===== src/rtl/run_ctrl.sv =====
// run_ctrl: sequences a processor run. Holds the core in reset for
// RESET_CYCLES cycles, releases it, counts run cycles and ends the run on
// an explicit halt, a PC self-loop or a cycle timeout. All outputs are
// registered.
module run_ctrl #(
    parameter int PC_WIDTH     = 32,
    parameter int RESET_CYCLES = 3,
    parameter int MAX_CYCLES   = 15,
    parameter int LOOP_LIMIT   = 4,
    parameter int CNT_WIDTH    = 16
) (
    input  logic                 clk,
    input  logic                 reset,
    input  logic                 start,
    input  logic                 abort,
    input  logic [PC_WIDTH-1:0]  core_pc,
    input  logic                 core_halt,
    output logic                 core_reset,
    output logic                 running,
    output logic                 done,
    output logic [1:0]           status,
    output logic [CNT_WIDTH-1:0] cycle_count
);

    localparam int HW = (RESET_CYCLES > 1) ? $clog2(RESET_CYCLES) : 1;
    localparam int LW = $clog2(LOOP_LIMIT + 1);

    typedef enum logic [1:0] {
        IDLE,
        HOLD,
        RUN,
        DONE
    } state_t;

    state_t                state_q, state_d;
    logic [HW-1:0]         hold_q, hold_d;
    logic [LW-1:0]         loop_q, loop_d;
    logic [PC_WIDTH-1:0]   prev_pc_q, prev_pc_d;
    logic                  first_q, first_d;
    logic                  core_reset_q, core_reset_d;
    logic                  running_q, running_d;
    logic                  done_q, done_d;
    logic [1:0]            status_q, status_d;
    logic [CNT_WIDTH-1:0]  cycle_q, cycle_d;

    logic [CNT_WIDTH:0]    cyc_w;
    logic [CNT_WIDTH-1:0]  cyc_sat;
    logic                  pc_match;
    logic                  hit_loop;
    logic                  hit_timeout;

    // Next-state and next-output computation for the run sequencer.
    always_comb begin
        state_d      = state_q;
        hold_d       = hold_q;
        loop_d       = loop_q;
        prev_pc_d    = prev_pc_q;
        first_d      = first_q;
        core_reset_d = core_reset_q;
        running_d    = running_q;
        done_d       = done_q;
        status_d     = status_q;
        cycle_d      = cycle_q;

        cyc_w       = {1'b0, cycle_q} + {{CNT_WIDTH{1'b0}}, 1'b1};
        cyc_sat     = cyc_w[CNT_WIDTH] ? cycle_q : cyc_w[CNT_WIDTH-1:0];
        // first_q masks the entry cycle so the PC loaded at RUN entry never
        // counts as a repeat.
        pc_match    = !first_q && (core_pc == prev_pc_q);
        // loop_q counts repeats seen so far; with the current repeat the run
        // of equal PCs is loop_q + 2 long.
        hit_loop    = pc_match && ((int'(loop_q) + 2) >= LOOP_LIMIT);
        hit_timeout = (cyc_w == (CNT_WIDTH+1)'(MAX_CYCLES));

        case (state_q)
            IDLE: begin
                core_reset_d = 1'b1;
                if (start) begin
                    state_d  = HOLD;
                    hold_d   = '0;
                    cycle_d  = '0;
                    status_d = '0;
                end
            end
            HOLD: begin
                core_reset_d = 1'b1;
                if (hold_q == HW'(RESET_CYCLES - 1)) begin
                    state_d      = RUN;
                    core_reset_d = 1'b0;
                    running_d    = 1'b1;
                    prev_pc_d    = core_pc;
                    first_d      = 1'b1;
                    loop_d       = '0;
                end else begin
                    hold_d = hold_q + HW'(1);
                end
            end
            RUN: begin
                cycle_d   = cyc_sat;
                prev_pc_d = core_pc;
                first_d   = 1'b0;
                if (pc_match) begin
                    loop_d = (int'(loop_q) >= LOOP_LIMIT) ? loop_q : loop_q + LW'(1);
                end else begin
                    loop_d = '0;
                end
                if (core_halt || hit_loop || hit_timeout) begin
                    state_d      = DONE;
                    running_d    = 1'b0;
                    done_d       = 1'b1;
                    core_reset_d = 1'b1;
                    if (core_halt) begin
                        status_d = 2'b01;
                    end else if (hit_loop) begin
                        status_d = 2'b10;
                    end else begin
                        status_d = 2'b11;
                    end
                end
            end
            DONE: begin
                if (start) begin
                    state_d  = HOLD;
                    hold_d   = '0;
                    cycle_d  = '0;
                    status_d = '0;
                    done_d   = 1'b0;
                end
            end
            default: begin
                state_d = IDLE;
            end
        endcase

        if (abort) begin
            state_d      = IDLE;
            status_d     = '0;
            done_d       = 1'b0;
            running_d    = 1'b0;
            core_reset_d = 1'b1;
        end
    end

    // State and registered outputs, with synchronous active-low reset.
    always_ff @(posedge clk) begin
        if (!reset) begin
            state_q      <= IDLE;
            hold_q       <= '0;
            loop_q       <= '0;
            prev_pc_q    <= '0;
            first_q      <= 1'b0;
            core_reset_q <= 1'b1;
            running_q    <= 1'b0;
            done_q       <= 1'b0;
            status_q     <= '0;
            cycle_q      <= '0;
        end else begin
            state_q      <= state_d;
            hold_q       <= hold_d;
            loop_q       <= loop_d;
            prev_pc_q    <= prev_pc_d;
            first_q      <= first_d;
            core_reset_q <= core_reset_d;
            running_q    <= running_d;
            done_q       <= done_d;
            status_q     <= status_d;
            cycle_q      <= cycle_d;
        end
    end

    assign core_reset  = core_reset_q;
    assign running     = running_q;
    assign done        = done_q;
    assign status      = status_q;
    assign cycle_count = cycle_q;

endmodule


===== config.mk =====
export PLATFORM = sky130hd
export DESIGN_NAME = run_ctrl
export DESIGN_NICKNAME = d
export VERILOG_FILES = /design/src/rtl/run_ctrl.sv
export SDC_FILE = /design/constraint.sdc
export NUM_CORES = 1
export LEC_CHECK = 0
export ABC_AREA = 1
export CAP_MARGIN = 20
export CORE_MARGIN = 5
export CORE_UTILIZATION = 35
export CTS_CLUSTER_DIAMETER = 60
export DETAILED_ROUTE_END_ITERATION = 10
export DONT_BUFFER_PORTS = 1
export PLACE_DENSITY = 0.47
export SYNTH_ARGS = -nofsm -noshare
export SYNTH_HDL_FRONTEND = slang
export SYNTH_SLANG_ARGS = --single-unit

===== constraint.sdc =====
create_clock -name clk -period 5.8 [get_ports clk]
set_clock_uncertainty 0.2 [all_clocks]
set_input_delay 0.58 -clock clk [delete_from_list [all_inputs] [get_ports clk]]
set_output_delay 0.58 -clock clk [all_outputs]
set_load 0.02 [all_outputs]

==> impl_metrics.xml <==
<?xml version="1.0" encoding="UTF-8"?>
<metrics>
  <group name="timing">
    <metric name="fin_tns_setup" unit="ns">0</metric>
    <metric name="fin_worst_hold_slack" unit="ns">0.177</metric>
    <metric name="finalCriticalPeriod" unit="ns">2.81</metric>
    <metric name="clock.fmax" unit="MHz">355</metric>
    <metric name="worst_pin_slew" unit="ns">0.734</metric>
    <metric name="grt_setup_unrepaired" unit="">no</metric>
    <metric name="hold_viol" unit="">0</metric>
    <metric name="relSlewSlack" unit="%">51.0</metric>
    <metric name="final_worst_path_period_share" unit="%">48.5</metric>
    <metric name="drv_slew" unit="">0</metric>
    <metric name="setup_violations" unit="">0</metric>
  </group>
  <group name="grt">
    <metric name="globalRouteTotalUtil" unit="%">15.1</metric>
    <metric name="grt_start_max_net_pins" unit="">44</metric>
    <metric name="grt_antenna_before_repair" unit="">0</metric>
    <metric name="wire_length_of_the_first_global_routing_pass" unit="um">14100</metric>
    <metric name="final_global_route_overflow_total" unit="">0</metric>
    <metric name="first_global_vias" unit="">3042</metric>
  </group>
  <group name="layout">
    <metric name="drive_gt1_share" unit="%">7.27</metric>
    <metric name="filler_cell_count" unit="">1081</metric>
    <metric name="area.growth.synth_to_final" unit="%">9.84</metric>
    <metric name="antennaDiodeCount" unit="">0</metric>
    <metric name="final_net_count" unit="">563</metric>
  </group>
  <group name="synth">
    <metric name="area_fraction_of_the_dominant_cell_type_after_synthesis" unit="%">35.7</metric>
    <metric name="synth_top_cells_by_area" unit="">dfxtp_1 36%, nand2_1 14%, inv_1 7.8%</metric>
    <metric name="synthesis.nets" unit="">566</metric>
    <metric name="synthDistinctLibCells" unit="">32</metric>
    <metric name="synth.yosys.warnings" unit="">0</metric>
    <metric name="mappedNetlistArea" unit="sq um">3420</metric>
    <metric name="synth.ff_latch_count" unit="">61</metric>
    <metric name="syn_inst" unit="">521</metric>
    <metric name="post_synth.cell_area_avg" unit="sq um">6.57</metric>
    <metric name="synth_area_leader_cell" unit="">dfxtp_1</metric>
    <metric name="ys_seq_area_share" unit="%">35.7</metric>
  </group>
  <group name="worst_setup_path">
    <metric name="critical_path_required" unit="ns">5.81</metric>
    <metric name="crit_path_cell_trace" unit="">inv_1, ha_1, inv_2, nor2_1, a21oi_1, nand2_2, inv_1, o21ai_0, o21ai_0, nor2_1</metric>
    <metric name="critical_path.n_buffers_inverters" unit="">3</metric>
    <metric name="timing.setup.critical_path_class" unit="">reg -&gt; reg</metric>
    <metric name="reg2reg_slack" unit="ns">2.99</metric>
    <metric name="worstPathArrival" unit="ns">2.82</metric>
    <metric name="setup.worst_path.end_class" unit="">flip-flop</metric>
    <metric name="timing.critical_path.max_delay_family" unit="">buffers and inverters</metric>
    <metric name="timing.critical_path.slowest_stage_cell" unit="">dfxtp_1</metric>
    <metric name="start_kind" unit="">flip-flop</metric>
    <metric name="max_fanout_on_critical_path" unit="">27</metric>
    <metric name="critPathMaxStageDelay" unit="ns">0.40</metric>
  </group>
  <group name="clock_network">
    <metric name="ctsHtreeMaxLevel" unit="">3</metric>
    <metric name="cts-hold-fix-buffers" unit="">0</metric>
    <metric name="clock_latency" unit="ns">0.34</metric>
    <metric name="clock_tree.root_cell" unit="">clkbuf_8</metric>
    <metric name="postCtsResizedCells" unit="">0</metric>
    <metric name="clock_transition_at_the_registers_of_the_reported_paths" unit="ns">0.07</metric>
    <metric name="number_of_buffers_added_by_the_clock_tree_synthesis_step" unit="">9</metric>
    <metric name="buffer_depth_of_the_longest_clock_path" unit="">2</metric>
    <metric name="count_of_clock_tree_sinks" unit="">61</metric>
    <metric name="cts_tree" unit="">built</metric>
    <metric name="cts_setup_buffers" unit="">0</metric>
  </group>
  <group name="routing">
    <metric name="drt.antenna.violating_nets" unit="">0</metric>
    <metric name="totalWireLength" unit="um">8300</metric>
    <metric name="wl_per_cell" unit="um">12.6</metric>
    <metric name="routed_via_density" unit="">4.73</metric>
    <metric name="drt_first_iter_violations" unit="">126</metric>
    <metric name="number_of_detailed_route_iterations_in_the_first_pass" unit="">4</metric>
    <metric name="route.vias.total" unit="">3102</metric>
    <metric name="drc_errors" unit="">0</metric>
  </group>
  <group name="floorplanning">
    <metric name="floorplan.die.width" unit="um">109</metric>
    <metric name="start_util" unit="%">35.5</metric>
    <metric name="design.die.area" unit="sq um">11900</metric>
    <metric name="number_of_rows_created_at_floorplan" unit="">36</metric>
    <metric name="die_height" unit="um">109</metric>
    <metric name="core-area" unit="sq um">9640</metric>
    <metric name="top_level_ports" unit="">58</metric>
  </group>
  <group name="run">
    <metric name="max-cap-violations" unit="">0</metric>
  </group>
  <group name="power">
    <metric name="static-leakage-power" unit="nW">1.56</metric>
    <metric name="total_power" unit="W">0.00105</metric>
    <metric name="power_density" unit="nW/um^2">280</metric>
    <metric name="peakVddDrop" unit="mV">0.143</metric>
  </group>
  <group name="place">
    <metric name="buffer_ports.inserted" unit="">0</metric>
    <metric name="hpwl" unit="um">6050</metric>
    <metric name="place.gp.congestion" unit="">0.777</metric>
  </group>
  <group name="outcome">
    <metric name="status" unit="">finished, final reports clean</metric>
  </group>
  <group name="min_path">
    <metric name="holdCritPathClass" unit="">in -&gt; reg</metric>
  </group>
</metrics>
==> state kept, by name, summed over array words and instances, names as in the netlist <==
signal       count
first_q          1
running          1
prev_pc_q       32
done             1
status           2
core_reset       1
hold_q           2
state_q          2
cycle_count     16
loop_q           3
==> kinds of logic (layout without fill, tap and decap cells) <==
group / Yosys count / in the layout / share of synthesized area [%]
compound gates: 112 / 112 / 17.8
xor+xnor: 9 / 9 / 2.30
fa+ha+maj: 8 / 8 / 2.93
buf+inv: 88 / 90 / 10.2
flops: 61 / 61 / 35.7
simple gates: 243 / 243 / 31.1
==> cells in the mapped netlist (all sizes together) <==
library cell	n
nand2	129
nor2	73
inv	72
dfxtp	61
o21ai	48
a21oi	41
nand3	23
a211oi	12
clkbuf	11
nand4	11
ha	8
xnor2	8
a31oi	7
buf	4
or2	4
nand3b	2
o22ai	2
clkinv	1
nor3	1
o211a	1
o211ai	1
xor2	1
==> final cells by class <==
cell class                      count  area, sq um  share of cell area [%]
Multi-Input combinational cell    372         1860                    49.4
Sequential cell                    61         1220                    32.5
Inverter                           73          274                    7.29
Tap cell                          133          166                    4.43
Clock buffer                       11          151                    4.03
Clock inverter                      5         82.6                    2.20
Timing Repair Buffer                1         7.51                   0.200
==> power breakdown <==
| group | internal, W | total (W) | switching (W) |
|---|---|---|---|
| Combinational | 0.0000466 | 0.000127 | 0.0000806 |
| Sequential | 0.000443 | 0.000484 | 0.0000419 |
| Clock | 0.000266 | 0.000442 | 0.000175 |
| Total | 0.000755 | 0.00105 | 0.000298 |
==> layer usage <==
metal	vias up	routed length [um]	GRT usage, %
met5	-	0	0
met4	0	95	4.33
met3	7	624	6.34
met2	58	3930	25.1
met1	1366	3650	17.6
li1	1671	-	-
==> path summary, 6_finish.rpt <==
check           startpoint              end  cells past startpoint
min            core_pc[24]    prev_pc_q[24]                      2
max reg2reg     state_q[0]  cycle_count[13]                     10
max             state_q[0]  cycle_count[13]                     10
min reg2reg  prev_pc_q[17]    prev_pc_q[17]                      2
==> placed cells by master, fill, tap and decap left out, drive strengths merged, types with 7 or more instances in the layout <==
| master | instances |
|---|---|
| inv | 72 |
| ha | 8 |
| nand4 | 11 |
| o21ai | 48 |
| a21oi | 41 |
| dfxtp | 61 |
| a211oi | 12 |
| a31oi | 7 |
| nand2 | 129 |
| clkbuf | 11 |
| nor2 | 73 |
| nand3 | 23 |
| xnor2 | 8 |
==> through the flow <==
| step | cell area [sq um] | cells | utilization [%] | worst slack [ns] |
|---|---|---|---|---|
| detailed placement | 3520 | 640 | 36.6 | 3.00 |
| global placement | 3520 | 640 | 36.6 | 3.05 |
| finish | 3760 | 656 | 39.0 | 2.99 |
| floorplan | 3420 | 521 | - | 3.60 |
| global route | 3760 | 656 | 39.0 | 2.70 |
| CTS | 3760 | 656 | 39.0 | 2.98 |
No activity file was read; power rests on OpenSTA's default activity.
